$ cat src/rtl/cache_fill_arbiter_pkg.sv
// Shared types and width helpers for the cache line-fill arbiter and its round-robin picker.
package cache_fill_arbiter_pkg;

  typedef enum logic [1:0] {
    IDLE  = 2'd0,
    ISSUE = 2'd1,
    DRAIN = 2'd2
  } fill_state_e;

  // Byte offset bits within one line.
  function automatic int unsigned off_width(input int unsigned words_per_line,
                                            input int unsigned word_bytes);
    return $clog2(words_per_line * word_bytes);
  endfunction

  // Word index bits within one line.
  function automatic int unsigned idx_width(input int unsigned words_per_line);
    return (words_per_line <= 1) ? 1 : $clog2(words_per_line);
  endfunction

  // Channel index bits; never below one so single-channel builds still have a port.
  function automatic int unsigned ch_width(input int unsigned num_ch);
    return (num_ch <= 1) ? 1 : $clog2(num_ch);
  endfunction

endpackage

$ cat src/rtl/cache_fill_arbiter_rr_arbiter.sv
// Round-robin picker: grants the first requester after the last accepted grant.
module rr_arbiter
  import cache_fill_arbiter_pkg::*;
#(
  parameter int unsigned NUM_REQ = 2
) (
  input  logic                           clk,
  input  logic                           rst_n,
  input  logic [NUM_REQ-1:0]             i_req,
  input  logic                           i_accept,
  output logic                           o_valid,
  output logic [ch_width(NUM_REQ)-1:0]   o_grant
);

  localparam int unsigned IDX_W = ch_width(NUM_REQ);

  logic [IDX_W-1:0] r_last;
  int unsigned      w_idx;

  // Search starts one past the last grant and wraps, so the last winner has lowest priority.
  always_comb begin
    o_valid = 1'b0;
    o_grant = '0;
    w_idx   = 0;
    for (int unsigned off = 1; off <= NUM_REQ; off++) begin
      w_idx = int'(r_last) + off;
      if (w_idx >= NUM_REQ) begin
        w_idx = w_idx - NUM_REQ;
      end
      if (!o_valid && i_req[IDX_W'(w_idx)]) begin
        o_valid = 1'b1;
        o_grant = IDX_W'(w_idx);
      end
    end
  end

  always_ff @(posedge clk or negedge rst_n) begin
    if (!rst_n) begin
      r_last <= IDX_W'(NUM_REQ - 1);
    end else if (i_accept && o_valid) begin
      r_last <= o_grant;
    end
  end

endmodule

$ cat src/rtl/cache_fill_arbiter.sv
// Line-fill arbiter: round-robin grants one cache channel, streams a full line of reads
// to a pipelined memory and steers the returning words into that channel's arrays.
module cache_fill_arbiter
  import cache_fill_arbiter_pkg::*;
#(
  parameter int unsigned NUM_CH         = 2,
  parameter int unsigned ADDR_W         = 16,
  parameter int unsigned WORDS_PER_LINE = 8,
  parameter int unsigned WORD_BYTES     = 2
) (
  input  logic                                   clk,
  input  logic                                   rst,
  input  logic [NUM_CH-1:0]                      miss,
  input  logic [NUM_CH*ADDR_W-1:0]               miss_addr,
  input  logic                                   mem_data_valid,
  output logic                                   mem_en,
  output logic [ADDR_W-1:0]                      mem_addr,
  output logic [NUM_CH-1:0]                      stall,
  output logic [NUM_CH-1:0]                      write_data_array,
  output logic [NUM_CH-1:0]                      write_tag_array,
  output logic [idx_width(WORDS_PER_LINE)-1:0]   fill_word_idx,
  output logic [ch_width(NUM_CH)-1:0]            fill_ch,
  output logic                                   fill_busy
);

  localparam int unsigned OFF_W = off_width(WORDS_PER_LINE, WORD_BYTES);
  localparam int unsigned IDX_W = idx_width(WORDS_PER_LINE);
  localparam int unsigned CH_W  = ch_width(NUM_CH);

  localparam logic [ADDR_W-1:0] LINE_MASK = {ADDR_W{1'b1}} << OFF_W;
  localparam logic [ADDR_W-1:0] WORD_STEP = ADDR_W'(WORD_BYTES);
  localparam logic [IDX_W-1:0]  LAST_WORD = IDX_W'(WORDS_PER_LINE - 1);

  fill_state_e       r_state;
  logic [IDX_W-1:0]  r_issue_cnt;
  logic [IDX_W-1:0]  r_recv_cnt;
  logic [CH_W-1:0]   r_fill_ch;
  logic              r_mem_en;
  logic [ADDR_W-1:0] r_mem_addr;
  logic              r_fill_busy;

  logic              w_req_valid;
  logic [CH_W-1:0]   w_grant;
  logic [ADDR_W-1:0] w_miss_sel;
  logic [ADDR_W-1:0] w_base;
  logic              w_accept;
  logic              w_recv;
  logic              w_last_recv;

  assign w_accept = (r_state == IDLE);

  rr_arbiter #(
    .NUM_REQ (NUM_CH)
  ) u_rr (
    .clk      (clk),
    .rst_n    (rst),
    .i_req    (miss),
    .i_accept (w_accept),
    .o_valid  (w_req_valid),
    .o_grant  (w_grant)
  );

  always_comb begin
    w_miss_sel = '0;
    for (int unsigned i = 0; i < NUM_CH; i++) begin
      if (w_grant == CH_W'(i)) begin
        w_miss_sel = miss_addr[i*ADDR_W +: ADDR_W];
      end
    end
    w_base = w_miss_sel & LINE_MASK;
  end

  // mem_addr is stepped incrementally rather than rebuilt from base + issue_cnt*WORD_BYTES.
  always_ff @(posedge clk or negedge rst) begin
    if (!rst) begin
      r_state     <= IDLE;
      r_issue_cnt <= '0;
      r_recv_cnt  <= '0;
      r_fill_ch   <= '0;
      r_mem_en    <= 1'b0;
      r_mem_addr  <= '0;
      r_fill_busy <= 1'b0;
    end else begin
      unique case (r_state)
        IDLE: begin
          if (w_req_valid) begin
            r_state     <= ISSUE;
            r_fill_ch   <= w_grant;
            r_mem_en    <= 1'b1;
            r_mem_addr  <= w_base;
            r_fill_busy <= 1'b1;
            r_issue_cnt <= '0;
            r_recv_cnt  <= '0;
          end
        end
        ISSUE, DRAIN: begin
          if (r_state == ISSUE) begin
            r_issue_cnt <= r_issue_cnt + 1'b1;
            if (r_issue_cnt == LAST_WORD) begin
              r_mem_en <= 1'b0;
              r_state  <= DRAIN;
            end else begin
              r_mem_addr <= r_mem_addr + WORD_STEP;
            end
          end
          if (mem_data_valid) begin
            r_recv_cnt <= r_recv_cnt + 1'b1;
            if (r_recv_cnt == LAST_WORD) begin
              r_state     <= IDLE;
              r_mem_en    <= 1'b0;
              r_fill_busy <= 1'b0;
              r_issue_cnt <= '0;
              r_recv_cnt  <= '0;
            end
          end
        end
        default: begin
          r_state <= IDLE;
        end
      endcase
    end
  end

  assign w_recv      = r_fill_busy && mem_data_valid;
  assign w_last_recv = w_recv && (r_recv_cnt == LAST_WORD);

  always_comb begin
    write_data_array = '0;
    write_tag_array  = '0;
    stall            = '0;
    for (int unsigned i = 0; i < NUM_CH; i++) begin
      write_data_array[i] = w_recv && (r_fill_ch == CH_W'(i));
      write_tag_array[i]  = w_last_recv && (r_fill_ch == CH_W'(i));
      stall[i]            = miss[i] | (r_fill_busy && (r_fill_ch == CH_W'(i)));
    end
  end

  assign mem_en        = r_mem_en;
  assign mem_addr      = r_mem_addr;
  assign fill_word_idx = r_recv_cnt;
  assign fill_ch       = r_fill_ch;
  assign fill_busy     = r_fill_busy;

endmodule

$ cat config.mk
export PLATFORM = sky130hd
export DESIGN_NAME = cache_fill_arbiter
export DESIGN_NICKNAME = d
export VERILOG_FILES = /design/src/rtl/cache_fill_arbiter_pkg.sv /design/src/rtl/cache_fill_arbiter_rr_arbiter.sv /design/src/rtl/cache_fill_arbiter.sv
export SDC_FILE = /design/constraint.sdc
export NUM_CORES = 1
export LEC_CHECK = 0
export ABC_CLOCK_PERIOD_IN_PS = 2400
export CAP_MARGIN = 40
export CORE_MARGIN = 4
export CORE_UTILIZATION = 25
export DETAILED_ROUTE_END_ITERATION = 10
export PLACE_DENSITY = 0.55
export SLEW_MARGIN = 20
export SYNTH_ARGS = -nofsm -noshare
export SYNTH_HDL_FRONTEND = slang
export SYNTH_SLANG_ARGS = --single-unit
$ cat constraint.sdc
create_clock -name clk -period 2.4 [get_ports clk]
set_input_delay 0.6 -clock clk [delete_from_list [all_inputs] [get_ports clk]]
set_output_delay 0.6 -clock clk [all_outputs]
set_load 0.02 [all_outputs]
==> metrics.txt, run 1 <==
status complete, no violations; TritonCTS sink count 27; die area 0.00934 mm^2; n_diodes 0; CTS root buffer clkbuf_8; Port Buffer Count between 50 and 60; vias in the first global route 1871; sequential share of power between 30% and 40%; H-tree levels 1; worst-path fanout max 4; worst-margin pin slew ~0.50 ns; FFs w/ async S/R, synth 100%; Crit-path slowest cell clkdlybuf4s50_1; Comb power frac about three fifths; RSZ-0062 raised after global routing false; Max Slew Vio Count 0; Net Count, Synth 253; Max Clk Rate 439 MHz; XOR/XNOR share of the synthesized area 0%; GPL Wtd Cong around 0.8; DPL Wire Length 4.33 mm; hold_buf cts 0; endpoints failing setup 0; initial antenna violation count 0; cell breakdown of the critical path clkdlybuf4s50_1 -> nand2_1 -> nor2_1 -> dlygate4sd2_1; Worst slew margin 66.7%; Power Internal 0.00162 W; EDFF count, synth 0; Critical Path AT 1.68 ns; critical path class primary input to output port; Post-CTS Setup Inserts 0; largest family of logic cells by synthesized area simple AND/OR/NAND/NOR gates; register area share after synthesis ~34%; worst hold path class register to register; Reg2Reg Depth 7; remaining antenna violation count 0; Routed WL 5.53 mm; Top FF cell, synth dfrtp_1; CTS clock-pin slew for the worst setup and hold paths 0.10 ns; Clk pwr share 9.2%; dpl cells between 300 and 400; hold depth 1; commonest non-fill, non-tap cell in the layout clkdlybuf4s50_1; Final min period 2.28 ns; max cap viols 0; all-layer global routing usage 11.9%; # IOs 65; core area 0.00769 mm^2; PnR Total Power 0.00292 W; cell area after synthesis 0.00196 mm^2; Avg WL per Cell 14.6 um; CTS tree built; worst hold slack 0.526 ns; Hold Vio Cnt, Final 0; #FFs+latches synth 27; proportion of layout cells with a drive suffix above 1 approximately 16%; R2R setup slack 0.35 ns; clock buffer count from CTS 3; most frequent cells in the layout clkdlybuf4s50_1 (49), dfrtp_1 (26), buf_4 (22), nand2_1 (19); fin nets 324; DRT Pass-1 Iters 4; Vias/cell between 4 and 5; type of origin of the critical path primary input; largest net degree at the start of global routing 28; Post-Synthesis Cells between 200 and 250; Synth Area in Adders between 5 and 6%; PwrDens 1050 mW/mm^2; dpl cell area 0.00275 mm^2; 1st-iter DRT viols 99; Synth Area in Simple Gates 23.9%; complex-gate fraction of the synthesized area 22.0%; fraction of synthesized area in multiplexers 8.28%; Skew-Pair Late Insertion Delay approximately 0.28 ns; Die Height roughly 97 um; count of different cell masters after synthesis 59; slowest stage delay, CP 0.52 ns; static leakage 1.18 nW; first-pass GRT wire length 9.26 mm; vias 1884; final core utilization around 36%; chip width 96.6 um; syn_area_per_cell 9.49 um^2; maximum vdd ir drop ~0.25 mV; row cnt 32; CTS Buffer Depth 2; sw frac 44.7%; area growth from synthesis to layout 41.9%; worst endpoint required time ~1.8 ns; switching power about 0.0013 W; Warnings, synthesis 0; Worst setup EP type output port; skew final about 0.0014 ns; post-route insts no fill 379; fin crit share 94.8%; DRC errors left 0; Overflow after GRT 0; Initial Utilization 25.6%; cell area after layout between 0.002 and 0.003 mm^2
## per-layer routing
metal	wire, um	global-route usage, %	up-vias
li1	-	-	931
met1	2630	15.7	917
met2	2660	20.2	32
met3	166	1.66	4
met4	64	3.56	0
met5	0	0	-
## timing repair
action                                  CTS  global route
endpoints found under the setup margin    5             1
pin swaps                                 0             0
gates resized for setup                   5             1
hold endpoints to repair                  0             0
## cell type report
class / count / area (um^2)
Clock buffer: 3 / 41.3
Clock inverter: 1 / 5.00
Fill cell: 822 / 4900
Inverter: 6 / 22.5
Multi-Input combinational cell: 162 / 1180
Sequential cell: 27 / 677
Tap cell: 102 / 128
Timing Repair Buffer: 78 / 732
## synth_stat cells, types with 5 or more instances
master | instances | area, um^2
nand2_1 | 19 | 71.3
nand4_1 | 7 | 43.8
inv_1 | 6 | 22.5
dfrtp_1 | 26 | 651
o2bb2ai_1 | 6 | 52.6
nor2_1 | 9 | 33.8
a21oi_1 | 5 | 25.0
a22o_1 | 5 | 43.8
o21ai_0 | 9 | 45.0
mux2i_1 | 10 | 100
nor3_1 | 8 | 40.0
ha_1 | 9 | 113
nand3_1 | 10 | 50.1
nand2b_1 | 5 | 31.3
## state kept, by name, summed over array words and instances (netlist names)
signal / cells
fill_busy: 1
r_state: 2
mem_en: 1
fill_ch: 1
u_rr.r_last: 1
mem_addr: 15
r_issue_cnt: 3
fill_word_idx: 3
## logic make-up after synthesis
| group | after synthesis |
|---|---|
| simple gates | 82 |
| compound gates | 55 |
| flops | 27 |
| buf+inv | 18 |
| mux | 15 |
| fa+ha+maj | 9 |
| other cells | 1 |
## critical path: cells and delay by family
family | cells | cell delay [ns]
and+or+nand+nor | 2 | 0.21
buffers and inverters | 2 | 0.86
## final timing paths
check,from,endpoint
min in group asynchronous,rst,r_issue_cnt[2]
min reg2reg,r_issue_cnt[1],r_issue_cnt[1]
max reg2reg,r_state[0],mem_addr[8]
max,mem_data_valid,write_tag_array[0]
max in group asynchronous,rst,u_rr.r_last
min,r_issue_cnt[1],r_issue_cnt[1]
## power groups by stage
stage	clock [W]	sequential, W	combinational (W)
CTS	0.000287	0.000895	0.00178
global route	0.000301	0.000932	0.00193
finish	0.000269	0.000894	0.00176
floorplan	0	0.00103	0.000934
global placement	0	0.000901	0.00177
detailed placement	0	0.000902	0.00179
## stage by stage
step	setup WS [ns]	TNS, ns
floorplan	0.541	0
global placement	-0.143	-0.580
detailed placement	-0.157	-0.732
CTS	0.0256	0
global route	0.0236	0
finish	0.124	0
Note: power is estimated with default switching activity, not from simulation.
==> run 2, diff against run 1 <==
--- a/config.mk
+++ b/config.mk
@@ -9,6 +9,7 @@
 export CAP_MARGIN = 40
 export CORE_MARGIN = 4
 export CORE_UTILIZATION = 25
+export CTS_CLUSTER_DIAMETER = 80
 export DETAILED_ROUTE_END_ITERATION = 10
 export PLACE_DENSITY = 0.55
 export SLEW_MARGIN = 20
==> results of run 2 <==
Same layout as run 1: the final DEF is identical, and so are final timing and power.
==> run 3, diff against run 2 <==
--- a/config.mk
+++ b/config.mk
@@ -8,11 +8,12 @@
 export ABC_CLOCK_PERIOD_IN_PS = 2400
 export CAP_MARGIN = 40
 export CORE_MARGIN = 4
-export CORE_UTILIZATION = 25
+export CORE_UTILIZATION = 40
 export CTS_CLUSTER_DIAMETER = 80
 export DETAILED_ROUTE_END_ITERATION = 10
-export PLACE_DENSITY = 0.55
+export PLACE_DENSITY = 0.77
 export SLEW_MARGIN = 20
 export SYNTH_ARGS = -nofsm -noshare
 export SYNTH_HDL_FRONTEND = slang
 export SYNTH_SLANG_ARGS = --single-unit
+export TNS_END_PERCENT = 1
==> run 3 against run 2 <==
Against the previous run: register-to-register slack about the same; clock skew about the same; sequential share of layout area up 0.67 points; die area shrank 35%; critical path depth did not move; clock power about the same; setup slack lost 0.020 ns; final area down 2.7%; power fell by 1.5%; routed wire length decreased by 7.7%; worst hold slack about the same; via count is 1.1% higher; critical path type unchanged.
==> metrics.txt, run 3 (synthesis results as in run 1) <==
status complete, no violations; DPL Wire Length 3.91 mm (-9.7%); # IOs 65 (unchanged); most frequent cells in the layout clkdlybuf4s50_1 (49), dfrtp_1 (26), buf_4 (20), nand2_1 (19); chip width 78.1 um (-19%); maximum vdd ir drop 0.451 mV (+84%); worst endpoint required time 1.80 ns (about the same); worst-path fanout max 4 (unchanged); post-route insts no fill 341 (-10%); Max Slew Vio Count 0 (unchanged); worst hold path class register to register; remaining antenna violation count 0 (unchanged); CTS Buffer Depth 2 (unchanged); commonest non-fill, non-tap cell in the layout clkdlybuf4s50_1; type of origin of the critical path primary input; critical path class primary input to output port; final core utilization 57.1% (+21 points); Largest register FFs 15 (unchanged); Avg WL per Cell 15.0 um (+2.6%); initial antenna violation count 0 (unchanged); PnR Total Power 0.00288 W (-1.5%); vias in the first global route 1834 (-2.0%); Initial Utilization 41.3% (+16 points); Port Buffer Count 55 (unchanged); worst hold slack 0.527 ns (+0.000427 ns); Skew-Pair Late Insertion Delay 0.28 ns (about the same); DRC errors left 0 (unchanged); DRT Pass-1 Iters 5 (+1); H-tree levels 1 (unchanged); skew final 0.00148 ns (+0.000102 ns); die area 0.00610 mm^2 (-35%); Fillers 443 (-46%); GPL Wtd Cong 0.902 (+9.8%); Hold Vio Cnt, Final 0 (unchanged); row cnt 25 (-22%); RSZ-0062 raised after global routing false; fin crit share 95.7% (+0.82 points); Routed WL 5.10 mm (-7.7%); Vias/cell 5.58 (+12%); n_diodes 0 (unchanged); hold_buf cts 0 (unchanged); CTS root buffer clkbuf_8; static leakage 1.17 nW (-1.1%); max cap viols 0 (unchanged); setup_tns 0 ns (unchanged); fin nets 321 (-0.93%); largest net degree at the start of global routing 28 (unchanged); CTS tree built; Critical Path AT 1.70 ns (+0.02 ns); proportion of layout cells with a drive suffix above 1 14.6% (-0.92 points); Worst setup EP type output port; core area 0.00475 mm^2 (-38%); Die Height 78.1 um (-19%); Max Clk Rate 436 MHz (-0.85%); Final min period 2.30 ns (+0.0196 ns); dpl cells 337 (-10%); area growth from synthesis to layout 38.1%; first-pass GRT wire length 8.60 mm (-7.1%); CTS clock-pin slew for the worst setup and hold paths 0.10 ns (about the same); clock buffer count from CTS 3 (unchanged); TritonCTS sink count 27 (unchanged); Overflow after GRT 0 (unchanged); 1st-iter DRT viols 102 (+3.0%); PwrDens 1060 mW/mm^2 (+1.3%); all-layer global routing usage 17.1% (+5.2 points); endpoints failing setup 0 (unchanged); vias 1904 (+1.1%)
## run 3: metrics by stage
stage | area [um^2] | setup WS, ns
6_report | 2710 | 0.104
5_1_grt | 2710 | 0.0506
4_1_cts | 2710 | 0.0122
3_5_place_dp | 2670 | -0.177
3_3_place_gp | 2670 | -0.148
2_1_floorplan | 1960 | 0.541
## run 3: report_power, final
group	switching, W	internal (W)
clock network	0.000152	0.000117
registers	0.000280	0.000648
logic	0.000859	0.000826
## run 3: worst max-delay path, stage by stage
cell,delay (ns)
clkdlybuf4s50_1,0.53
nand2_1,0.11
nor2_1,0.12
dlygate4sd2_1,0.34
## run 3: final timing paths
check	startpoint	to	slack [ns]	cells past startpoint
min in group asynchronous	rst	mem_addr[7]	0.68	2
max	mem_data_valid	write_tag_array[1]	0.10	4
max reg2reg	r_state[1]	mem_addr[15]	0.34	6
min	r_issue_cnt[2]	r_issue_cnt[2]	0.53	1
min reg2reg	r_issue_cnt[2]	r_issue_cnt[2]	0.53	1
max in group asynchronous	rst	u_rr.r_last	1.41	2
## run 3: cell type report
class,count,area [um^2],area share (%)
clock buffers,3,41.3,1.52
clock inverters,1,5.00,0.185
inverters,6,22.5,0.830
multi-input cells,162,1180,43.6
flip-flops and latches,27,677,25.0
well taps,67,83.8,3.09
repair buffers,75,701,25.8
## run 3: timing repair
action                     4_1_cts  5_1_grt
setup endpoints to repair        4        2
setup buffers                    0        0
pin swaps                        0        0
resized for setup                4        2
## run 3: routing by layer
layer,share of wire [%],up-vias,GRT usage (%)
met1,45,920,23.1
met4,1.1,0,5.94
met3,6.7,4,2.87
met5,0,-,0
met2,47,58,27.7
li1,-,922,-
